### src/rtl/vga_scaled_controller.sv
`default_nettype none
// ============================================================================
//  Module      : vga_scaled_controller
//  Description : VGA timing generator with downscaled fetch coordinates,
//                a LATENCY-deep sync/enable pipeline aligned to the source
//                pixel return, and built-in test patterns.
//  Revision    : 1.0 - initial release
// ============================================================================
module vga_scaled_controller #(
    parameter int H_ACTIVE    = 640,
    parameter int H_FP        = 16,
    parameter int H_SYNC      = 96,
    parameter int H_BP        = 48,
    parameter int V_ACTIVE    = 480,
    parameter int V_FP        = 10,
    parameter int V_SYNC      = 2,
    parameter int V_BP        = 33,
    parameter bit HS_POL      = 1'b0,
    parameter bit VS_POL      = 1'b0,
    parameter int COLOR_W     = 2,
    parameter int COORD_W     = 10,
    parameter int SCALE_SHIFT = 0,
    parameter int LATENCY     = 2
) (
    input  logic               clk,
    input  logic               rst,
    input  logic               enable,
    input  logic [1:0]         pattern_sel,
    input  logic [COLOR_W-1:0] red_in,
    input  logic [COLOR_W-1:0] green_in,
    input  logic [COLOR_W-1:0] blue_in,
    output logic [COORD_W-1:0] xcoor,
    output logic [COORD_W-1:0] ycoor,
    output logic [COORD_W-1:0] x,
    output logic [COORD_W-1:0] y,
    output logic               hs,
    output logic               vs,
    output logic               de,
    output logic               frame_start,
    output logic [COLOR_W-1:0] red_out,
    output logic [COLOR_W-1:0] green_out,
    output logic [COLOR_W-1:0] blue_out
);

    localparam logic [COORD_W-1:0] C_H_LAST   = COORD_W'(H_ACTIVE + H_FP + H_SYNC + H_BP - 1);
    localparam logic [COORD_W-1:0] C_V_LAST   = COORD_W'(V_ACTIVE + V_FP + V_SYNC + V_BP - 1);
    localparam logic [COORD_W-1:0] C_H_ACTIVE = COORD_W'(H_ACTIVE);
    localparam logic [COORD_W-1:0] C_V_ACTIVE = COORD_W'(V_ACTIVE);
    localparam logic [COORD_W-1:0] C_HS_START = COORD_W'(H_ACTIVE + H_FP);
    localparam logic [COORD_W-1:0] C_HS_END   = COORD_W'(H_ACTIVE + H_FP + H_SYNC);
    localparam logic [COORD_W-1:0] C_VS_START = COORD_W'(V_ACTIVE + V_FP);
    localparam logic [COORD_W-1:0] C_VS_END   = COORD_W'(V_ACTIVE + V_FP + V_SYNC);
    localparam int                 C_BAR_W    = H_ACTIVE / 8;
    localparam logic [1:0]         C_SYNC_IDLE = {~HS_POL, ~VS_POL};

    logic [COORD_W-1:0] r_h;
    logic [COORD_W-1:0] r_v;
    logic               w_active;
    logic [COORD_W-1:0] w_xs;
    logic [COORD_W-1:0] w_ys;
    logic               w_hs_raw;
    logic               w_vs_raw;
    logic [1:0]         r_sync [LATENCY];
    logic               r_de   [LATENCY];
    logic               w_tap_de;
    logic [COORD_W-1:0] w_tap_x;
    logic [3:0]         w_tap_y;
    logic [2:0]         w_bar;
    logic [COLOR_W-1:0] w_r;
    logic [COLOR_W-1:0] w_g;
    logic [COLOR_W-1:0] w_b;
    logic [COLOR_W-1:0] r_red;
    logic [COLOR_W-1:0] r_green;
    logic [COLOR_W-1:0] r_blue;

    // Horizontal/vertical position counters; v advances on h wrap
    always_ff @(posedge clk) begin
        if (rst) begin
            r_h <= '0;
            r_v <= '0;
        end else if (enable) begin
            if (r_h == C_H_LAST) begin
                r_h <= '0;
                r_v <= (r_v == C_V_LAST) ? '0 : r_v + COORD_W'(1);
            end else begin
                r_h <= r_h + COORD_W'(1);
            end
        end
    end

    assign w_active = (r_h < C_H_ACTIVE) && (r_v < C_V_ACTIVE);
    assign w_xs     = w_active ? (r_h >> SCALE_SHIFT) : '0;
    assign w_ys     = w_active ? (r_v >> SCALE_SHIFT) : '0;
    assign w_hs_raw = ((r_h >= C_HS_START) && (r_h < C_HS_END)) ? HS_POL : ~HS_POL;
    assign w_vs_raw = ((r_v >= C_VS_START) && (r_v < C_VS_END)) ? VS_POL : ~VS_POL;

    // Sync and display-enable delay line, frozen while enable is low
    always_ff @(posedge clk) begin
        if (rst) begin
            for (int i = 0; i < LATENCY; i++) begin
                r_sync[i] <= C_SYNC_IDLE;
                r_de[i]   <= 1'b0;
            end
        end else if (enable) begin
            r_sync[0] <= {w_hs_raw, w_vs_raw};
            r_de[0]   <= w_active;
            for (int i = 1; i < LATENCY; i++) begin
                r_sync[i] <= r_sync[i-1];
                r_de[i]   <= r_de[i-1];
            end
        end
    end

    // Tap the position whose source pixel is arriving this cycle
    generate
        if (LATENCY == 1) begin : g_tap_direct
            assign w_tap_de = w_active;
            assign w_tap_x  = w_xs;
            assign w_tap_y  = w_ys[3:0];
        end else begin : g_tap_pipe
            logic [COORD_W-1:0] r_xp [LATENCY-1];
            logic [3:0]         r_yp [LATENCY-1];

            // Scaled coordinate delay line feeding the pattern generator
            always_ff @(posedge clk) begin
                if (rst) begin
                    for (int i = 0; i < LATENCY - 1; i++) begin
                        r_xp[i] <= '0;
                        r_yp[i] <= '0;
                    end
                end else if (enable) begin
                    r_xp[0] <= w_xs;
                    r_yp[0] <= w_ys[3:0];
                    for (int i = 1; i < LATENCY - 1; i++) begin
                        r_xp[i] <= r_xp[i-1];
                        r_yp[i] <= r_yp[i-1];
                    end
                end
            end

            assign w_tap_de = r_de[LATENCY-2];
            assign w_tap_x  = r_xp[LATENCY-2];
            assign w_tap_y  = r_yp[LATENCY-2];
        end
    endgenerate

    // Bar index: number of bar boundaries at or left of the scaled x
    always_comb begin
        w_bar = 3'd0;
        for (int k = 1; k < 8; k++) begin
            if (w_tap_x >= COORD_W'(k * C_BAR_W)) begin
                w_bar = 3'(k);
            end
        end
    end

    // Pixel colour selection; blanked outside the active area
    always_comb begin
        w_r = '0;
        w_g = '0;
        w_b = '0;
        if (w_tap_de) begin
            case (pattern_sel)
                2'd0: begin
                    w_r = red_in;
                    w_g = green_in;
                    w_b = blue_in;
                end
                2'd1: begin
                    w_r = {COLOR_W{w_bar[2]}};
                    w_g = {COLOR_W{w_bar[1]}};
                    w_b = {COLOR_W{w_bar[0]}};
                end
                2'd2: begin
                    if ((w_tap_x[3:0] == 4'd0) || (w_tap_y == 4'd0)) begin
                        w_r = '1;
                        w_g = '1;
                        w_b = '1;
                    end
                end
                default: begin
                    w_r = '1;
                    w_g = '1;
                    w_b = '1;
                end
            endcase
        end
    end

    // Output pixel register, lands in step with the last delay stage
    always_ff @(posedge clk) begin
        if (rst) begin
            r_red   <= '0;
            r_green <= '0;
            r_blue  <= '0;
        end else if (enable) begin
            r_red   <= w_r;
            r_green <= w_g;
            r_blue  <= w_b;
        end
    end

    assign x           = r_h;
    assign y           = r_v;
    assign xcoor       = w_xs;
    assign ycoor       = w_ys;
    assign frame_start = enable && !rst && (r_h == '0) && (r_v == '0);
    assign hs          = enable ? r_sync[LATENCY-1][1] : ~HS_POL;
    assign vs          = enable ? r_sync[LATENCY-1][0] : ~VS_POL;
    assign de          = enable && r_de[LATENCY-1];
    assign red_out     = enable ? r_red   : '0;
    assign green_out   = enable ? r_green : '0;
    assign blue_out    = enable ? r_blue  : '0;

endmodule
`default_nettype wire

### config.mk
export PLATFORM = sky130hd
export DESIGN_NAME = vga_scaled_controller
export DESIGN_NICKNAME = d
export VERILOG_FILES = /design/src/rtl/vga_scaled_controller.sv
export SDC_FILE = /design/constraint.sdc
export NUM_CORES = 1
export LEC_CHECK = 0
export BUFFER_PORTS_ARGS = -buffer_cell sky130_fd_sc_hd__buf_2
export CORE_ASPECT_RATIO = 1.4
export CORE_MARGIN = 2
export CORE_UTILIZATION = 45
export DETAILED_ROUTE_END_ITERATION = 16
export HOLD_SLACK_MARGIN = 0.02
export PLACE_DENSITY = 0.69
export SETUP_SLACK_MARGIN = 0.02
export SLEW_MARGIN = 25
export SYNTH_ARGS = -nofsm -noshare
export SYNTH_HDL_FRONTEND = slang
export SYNTH_SLANG_ARGS = --single-unit
### constraint.sdc
create_clock -name clk -period 2.59 [get_ports clk]
set_clock_uncertainty 0.15 [all_clocks]
set_input_delay 0.3885 -clock clk [delete_from_list [all_inputs] [get_ports clk]]
set_output_delay 0.3885 -clock clk [all_outputs]
set_load 0.05 [all_outputs]
---- Yosys cells after proc, flatten, opt, wreduce, memory -nomap -nowiden ----
Memories as Yosys holds them, arrays and structs flattened.
Index checks and enable logic that the tools add are counted.
storage, ports and cells
  bits of input ports ..................... 11
  memory bits (writable) .................. 20
  logic and storage cells ................. 87
  register bits ........................... 26
  memories ................................ 4
  output and inout port bits .............. 50
memories
  name             depth  bits a word  read ports  clocked after memory_dff  write ports  line  source
  g_tap_pipe.r_xp  1      10           1           0                         1            121   logic [COORD_W-1:0] r_xp [LATENCY-1];
  g_tap_pipe.r_yp  1      4            1           0                         1            122   logic [3:0] r_yp [LATENCY-1];
  r_sync           2      2            2           0                         2            63    logic [1:0] r_sync [LATENCY];
  r_de             2      1            2           0                         2            64    logic r_de [LATENCY];
operators by class
  order comparisons ....................... 13
  equal/unequal tests ..................... 4
  bitwise logic cells ..................... 4
  reductions and logical operators ........ 17
  add/subtract/negate cells ............... 2
  multiplexer cells ....................... 38
operator list
  operator                                                                               number
  10-bit two-way mux                                                                     5
  10-bit by 9-bit greater-or-equal comparator with 1-bit output (second input constant)  4
  10-bit by 1-bit adder with 10-bit output (second input constant)                       2
  10-bit equality test (second input constant)                                           2
  10-bit greater-or-equal comparator (second input constant)                             2
  10-bit by 8-bit greater-or-equal comparator with 1-bit output (second input constant)  2
  10-bit logical NOT                                                                     2
  10-bit < comparator (second input constant)                                            2
  10-bit by 9-bit < comparator with 1-bit output (second input constant)                 2
  2-bit two-way mux                                                                      9
  3-bit two-way mux                                                                      6
  2-bit one-hot mux with 3 select lines                                                  3
  1-bit two-way mux                                                                      14
  10-bit by 7-bit greater-or-equal comparator with 1-bit output (second input constant)  1
  10-bit OR reduction                                                                    1
  4-bit logical NOT                                                                      2
  1-bit logical AND                                                                      7
  4-bit two-way mux                                                                      1
  1-bit OR                                                                               4
  4-bit OR reduction                                                                     1
  2-bit by 1-bit equality test with 1-bit output (second input constant)                 1
  2-bit equality test (second input constant)                                            1
  2-bit logical NOT                                                                      1
  2-bit AND reduction                                                                    1
  other kinds (2)                                                                        2

---- Longest topological paths before layout ----
An unclocked memory read counts as a cell.
  depth in word-level cells ............... 11
  mapped depth ............................ 6
  depth with buffers taken out ............ 6

---- Worst setup path after synthesis ----
OpenSTA, ideal clock, no wires.
  path type ............................... flip-flop to output port
  start ................................... register r_h[0] (netlist: x[0])
  end ..................................... output frame_start
  required time ........................... 2,052 ps
  slack ................................... -621 ps
  path buffers ............................ 0
  arrival ................................. 2,672 ps
  cell stages (with the launch flop) ...... 6
  cell sequence ........................... dfxtp_1 -> inv_1 -> ha_1 -> nor4b_1 -> nand4_1 -> nor4bb_1
between the ends
  longest elaborated chain between the ends .. 3
ends and longest elaborated chain
  element                         line  source
  from (decl)                     56    logic [COORD_W-1:0] r_h;
  from (signal assigned)          86    r_h <= r_h + COORD_W'(1);
  10-bit logical NOT              207   assign frame_start = enable && !rst && (r_h == '0) && (r_v == '0);
  1-bit logical AND (2 in a row)  207
  to (decl)                       39    output logic frame_start,
No other way between the ends.

---- Worst setup path in the final report ----
  start ................................... register r_v[7] (netlist: y[7])
  end ..................................... output xcoor[1]
between the ends
  longest elaborated chain between the ends .. 3
ends and longest elaborated chain
  element                                         line  source
  from (decl)                                     57    logic [COORD_W-1:0] r_v;
  from (signal assigned)                          84    r_v <= (r_v == C_V_LAST) ? '0 : r_v + COORD_W'(1);
  10-bit by 9-bit < comparator with 1-bit output  91    assign w_active = (r_h < C_H_ACTIVE) && (r_v < C_V_ACTIVE);
  1-bit logical AND                               91
  10-bit two-way mux                              92    assign w_xs = w_active ? (r_h >> SCALE_SHIFT) : '0;
  to (decl)                                       32    output logic [COORD_W-1:0] xcoor,
No other way between the ends.

==> results.md <==
- Setup slack after layout: 0.128 ns
- Number of clock sinks: 46
- Cell Pwr Density: 454 mW/mm²
- Leakage power of the design: 1.29 nW
- Met2 Wirelength: roughly 3000 µm
- Unrepaired setup endpoints after global routing: no
- Class of the most critical setup path: reg2out
- Hold Crit Class: in2reg
- Via Count: between 2000 and 2500
- Top metal layer carrying routed signals: met4
- Worst Path Arrival: roughly 1.9 ns
- Final routed wirelength across all metal layers: approximately 5700 µm
- CTS clk-pin slew, worst paths: about 0.080 ns
- Primary FF master, synth: sky130_fd_sc_hd__dfxtp_1
- EDFF count, synth: 20
- Placed wire-length estimate after detailed placement: 4180 µm
- Post-synthesis cell count: around 260
- Total design power: 1.36 mW
- Cell Rows: 32
- Synthesis warning total: 0
- Vias/cell: ~5.5
- Wire length on met1: 2350 µm
- Highest clock rate: ~0.41 GHz
- Maximum vdd ir drop: approximately 0.29 mV
- CTS H-tree lvls: 2
- Nets: roughly 340
- I/O Pins: 61
- Actual transition at the worst max-transition pin: 0.721 ns
- Max-slew violation count: 0
- Normalized max-slew margin: 0.519
- Post-CTS setup repair buffer count: 0
- Routed length on met3: 268 µm
- Max-Cap Viols: 0
- Remaining antenna violation count after routing: 0
- Max Buffers Root-to-Sink: 2
- Distinct cell type count after synthesis: 55
- Ratio of cells with drive above 1 in the final layout: 0.284
- Clock tree from TritonCTS: done
- Layout overhead on the synthesized area: 19.8%
- Post-Place Worst Slack: between 0.15 and 0.2 ns
- Placer congestion estimate: a little over 0.8
- Critical path data required time: just over 2 ns
- Antenna violations before repair: 0
- Clock buffers created by TritonCTS: 5
- Area share of the leading cell type in the synthesized netlist: 0.241
- Y dimension of the die: just over 90 µm
- Pre-Repair DR Iteration Count: 4
- Per-cell routed wire length: ~15 µm
- Setup crit start kind: register
- Average cell area after synthesis: 9.54 µm²
- Net count after synthesis: between 200 and 300
- Post-synthesis cell type with the largest combined area: sky130_fd_sc_hd__edfxtp_1
- Antenna diodes: 0
- Portion of the clock cycle consumed by the worst path in the final layout: 0.950
- Maximum number of pins on one net before global-route repair: 21
- Number of input and output port buffers inserted: 59
- Insertion delay to the later sink of the worst-skew pair: 0.30 ns
- Final worst path period need: 2.46 ns
- Hold violation count in the final report: 0
- Part of the Yosys area used for sequential elements: 0.450
- Vias in the first global route: slightly above 2000
- Maximum fanout along the worst path: 12
- Biggest area contributors in the synthesized netlist: sky130_fd_sc_hd__edfxtp_1, sky130_fd_sc_hd__dfxtp_1, sky130_fd_sc_hd__and2_1
- Placeable core region: roughly 0.0054 mm²
- Starting density of the core: 0.457
- Cts hold-fix bufs: 0
- Setup Viol. Count Final: 0
- Async S/R FF share, synth: 0
- Aggregate global routing overflow: 0
- Library cell used as clock root buffer: sky130_fd_sc_hd__clkbuf_8
- Global-route wire length before repair: 9250 µm
- Iteration-0 DRC Markers: 65
- Status: complete, no violations
- Cells resized by post-CTS repair: 2
- Most frequent cells after synthesis: sky130_fd_sc_hd__and2_1, sky130_fd_sc_hd__dfxtp_1, sky130_fd_sc_hd__edfxtp_1, sky130_fd_sc_hd__nor2_1, sky130_fd_sc_hd__nand2_1
- Width of the die: around 67 µm
- Area of the die: 0.00616 mm²
- Flip-flop and latch count after synthesis: between 40 and 50
- Most repeated cell in the gate-level netlist after synthesis: sky130_fd_sc_hd__and2_1
- DRC errors left: 0
- Type of element capturing the critical path: output port
- Synthesized cell area: around 0.0025 mm²
- GR Util All Layers: 0.196
stage by stage:
stage	TNS (ns)	cells	hold WS (ns)	area, µm²	utilization
finish	0	392	0.156	2990	0.548
global route	0	392	0.165	2990	0.548
CTS	0	392	0.153	2970	0.546
detailed placement	0	384	0.324	2890	0.530
global placement	0	384	0.312	2890	0.530
floorplan	-2.19	261	0.298	2500	-
worst paths after layout:
check,from,to,slack [ns],cells after the start
max,y[7],xcoor[1],0.13,5
min,blue_in[0],r_blue[0],0.16,3
max reg2reg,x[0],y[8],0.53,5
min reg2reg,r_blue[0],r_blue[0],0.34,2
power breakdown:
part | internal [mW] | switching, mW
sequential | 0.779 | 0.0173
combinational | 0.0449 | 0.0924
clock | 0.186 | 0.237
registers in the layout (all words and copies together) (netlist names):
name	cells
r_green	2
r_sync	4
r_de	2
y	10
r_red	2
g_tap_pipe.r_yp	4
g_tap_pipe.r_xp	10
r_blue	2
x	10
cell families after synthesis:
kind of cell | count (synthesis) | share of synthesized area
and+or+nand+nor | 130 | 0.321
buffers and inverters | 24 | 0.0442
AOI/OAI and AO/OA | 46 | 0.127
adders and majority gates | 4 | 0.0201
DFF | 46 | 0.450
xor gates and xnor gates | 8 | 0.0281
muxes | 2 | 0.00804
other | 1 | 0.00151
final cells by class:
| class | count | area (µm²) |
|---|---|---|
| clock inverter | 2 | 8.76 |
| inverter | 8 | 30.0 |
| tap | 68 | 85.1 |
| fill | 524 | 2460 |
| multi-input combinational | 191 | 1280 |
| sequential | 46 | 1120 |
| clock buffer | 6 | 72.6 |
| timing repair buffer | 71 | 388 |
worst max-delay path, cell delays in order, from the launching register on:
cell and delay [ns]:
sky130_fd_sc_hd__dfxtp_1 0.36, sky130_fd_sc_hd__and4_1 0.24, sky130_fd_sc_hd__or2_2 0.32, sky130_fd_sc_hd__buf_4 0.19, sky130_fd_sc_hd__nor3_1 0.21, sky130_fd_sc_hd__buf_2 0.31
per-layer routing:
metal / vias up / GRT usage
li1: 1074 / -
met1: 1026 / 0.230
met2: 64 / 0.345
met3: 7 / 0.0344
met4: 0 / 0.0748
met5: - / 0
cells in the final DEF (no fill, tap or decap), types with 5 or more instances in the layout:
| master | n |
|---|---|
| sky130_fd_sc_hd__nand3_1 | 6 |
| sky130_fd_sc_hd__edfxtp_1 | 20 |
| sky130_fd_sc_hd__nand2b_1 | 7 |
| sky130_fd_sc_hd__nor3_1 | 7 |
| sky130_fd_sc_hd__nand4_1 | 6 |
| sky130_fd_sc_hd__and2_1 | 29 |
| sky130_fd_sc_hd__nor2_1 | 18 |
| sky130_fd_sc_hd__o21ai_0 | 9 |
| sky130_fd_sc_hd__dfxtp_1 | 26 |
| sky130_fd_sc_hd__buf_2 | 58 |
| sky130_fd_sc_hd__nand2_1 | 10 |
| sky130_fd_sc_hd__xor2_1 | 5 |
| sky130_fd_sc_hd__nor4_1 | 9 |
| sky130_fd_sc_hd__buf_4 | 13 |
| sky130_fd_sc_hd__inv_1 | 8 |
| sky130_fd_sc_hd__clkbuf_8 | 5 |
| sky130_fd_sc_hd__a21oi_1 | 9 |
| sky130_fd_sc_hd__nor2b_1 | 5 |
(Power assumes the default switching activity.)
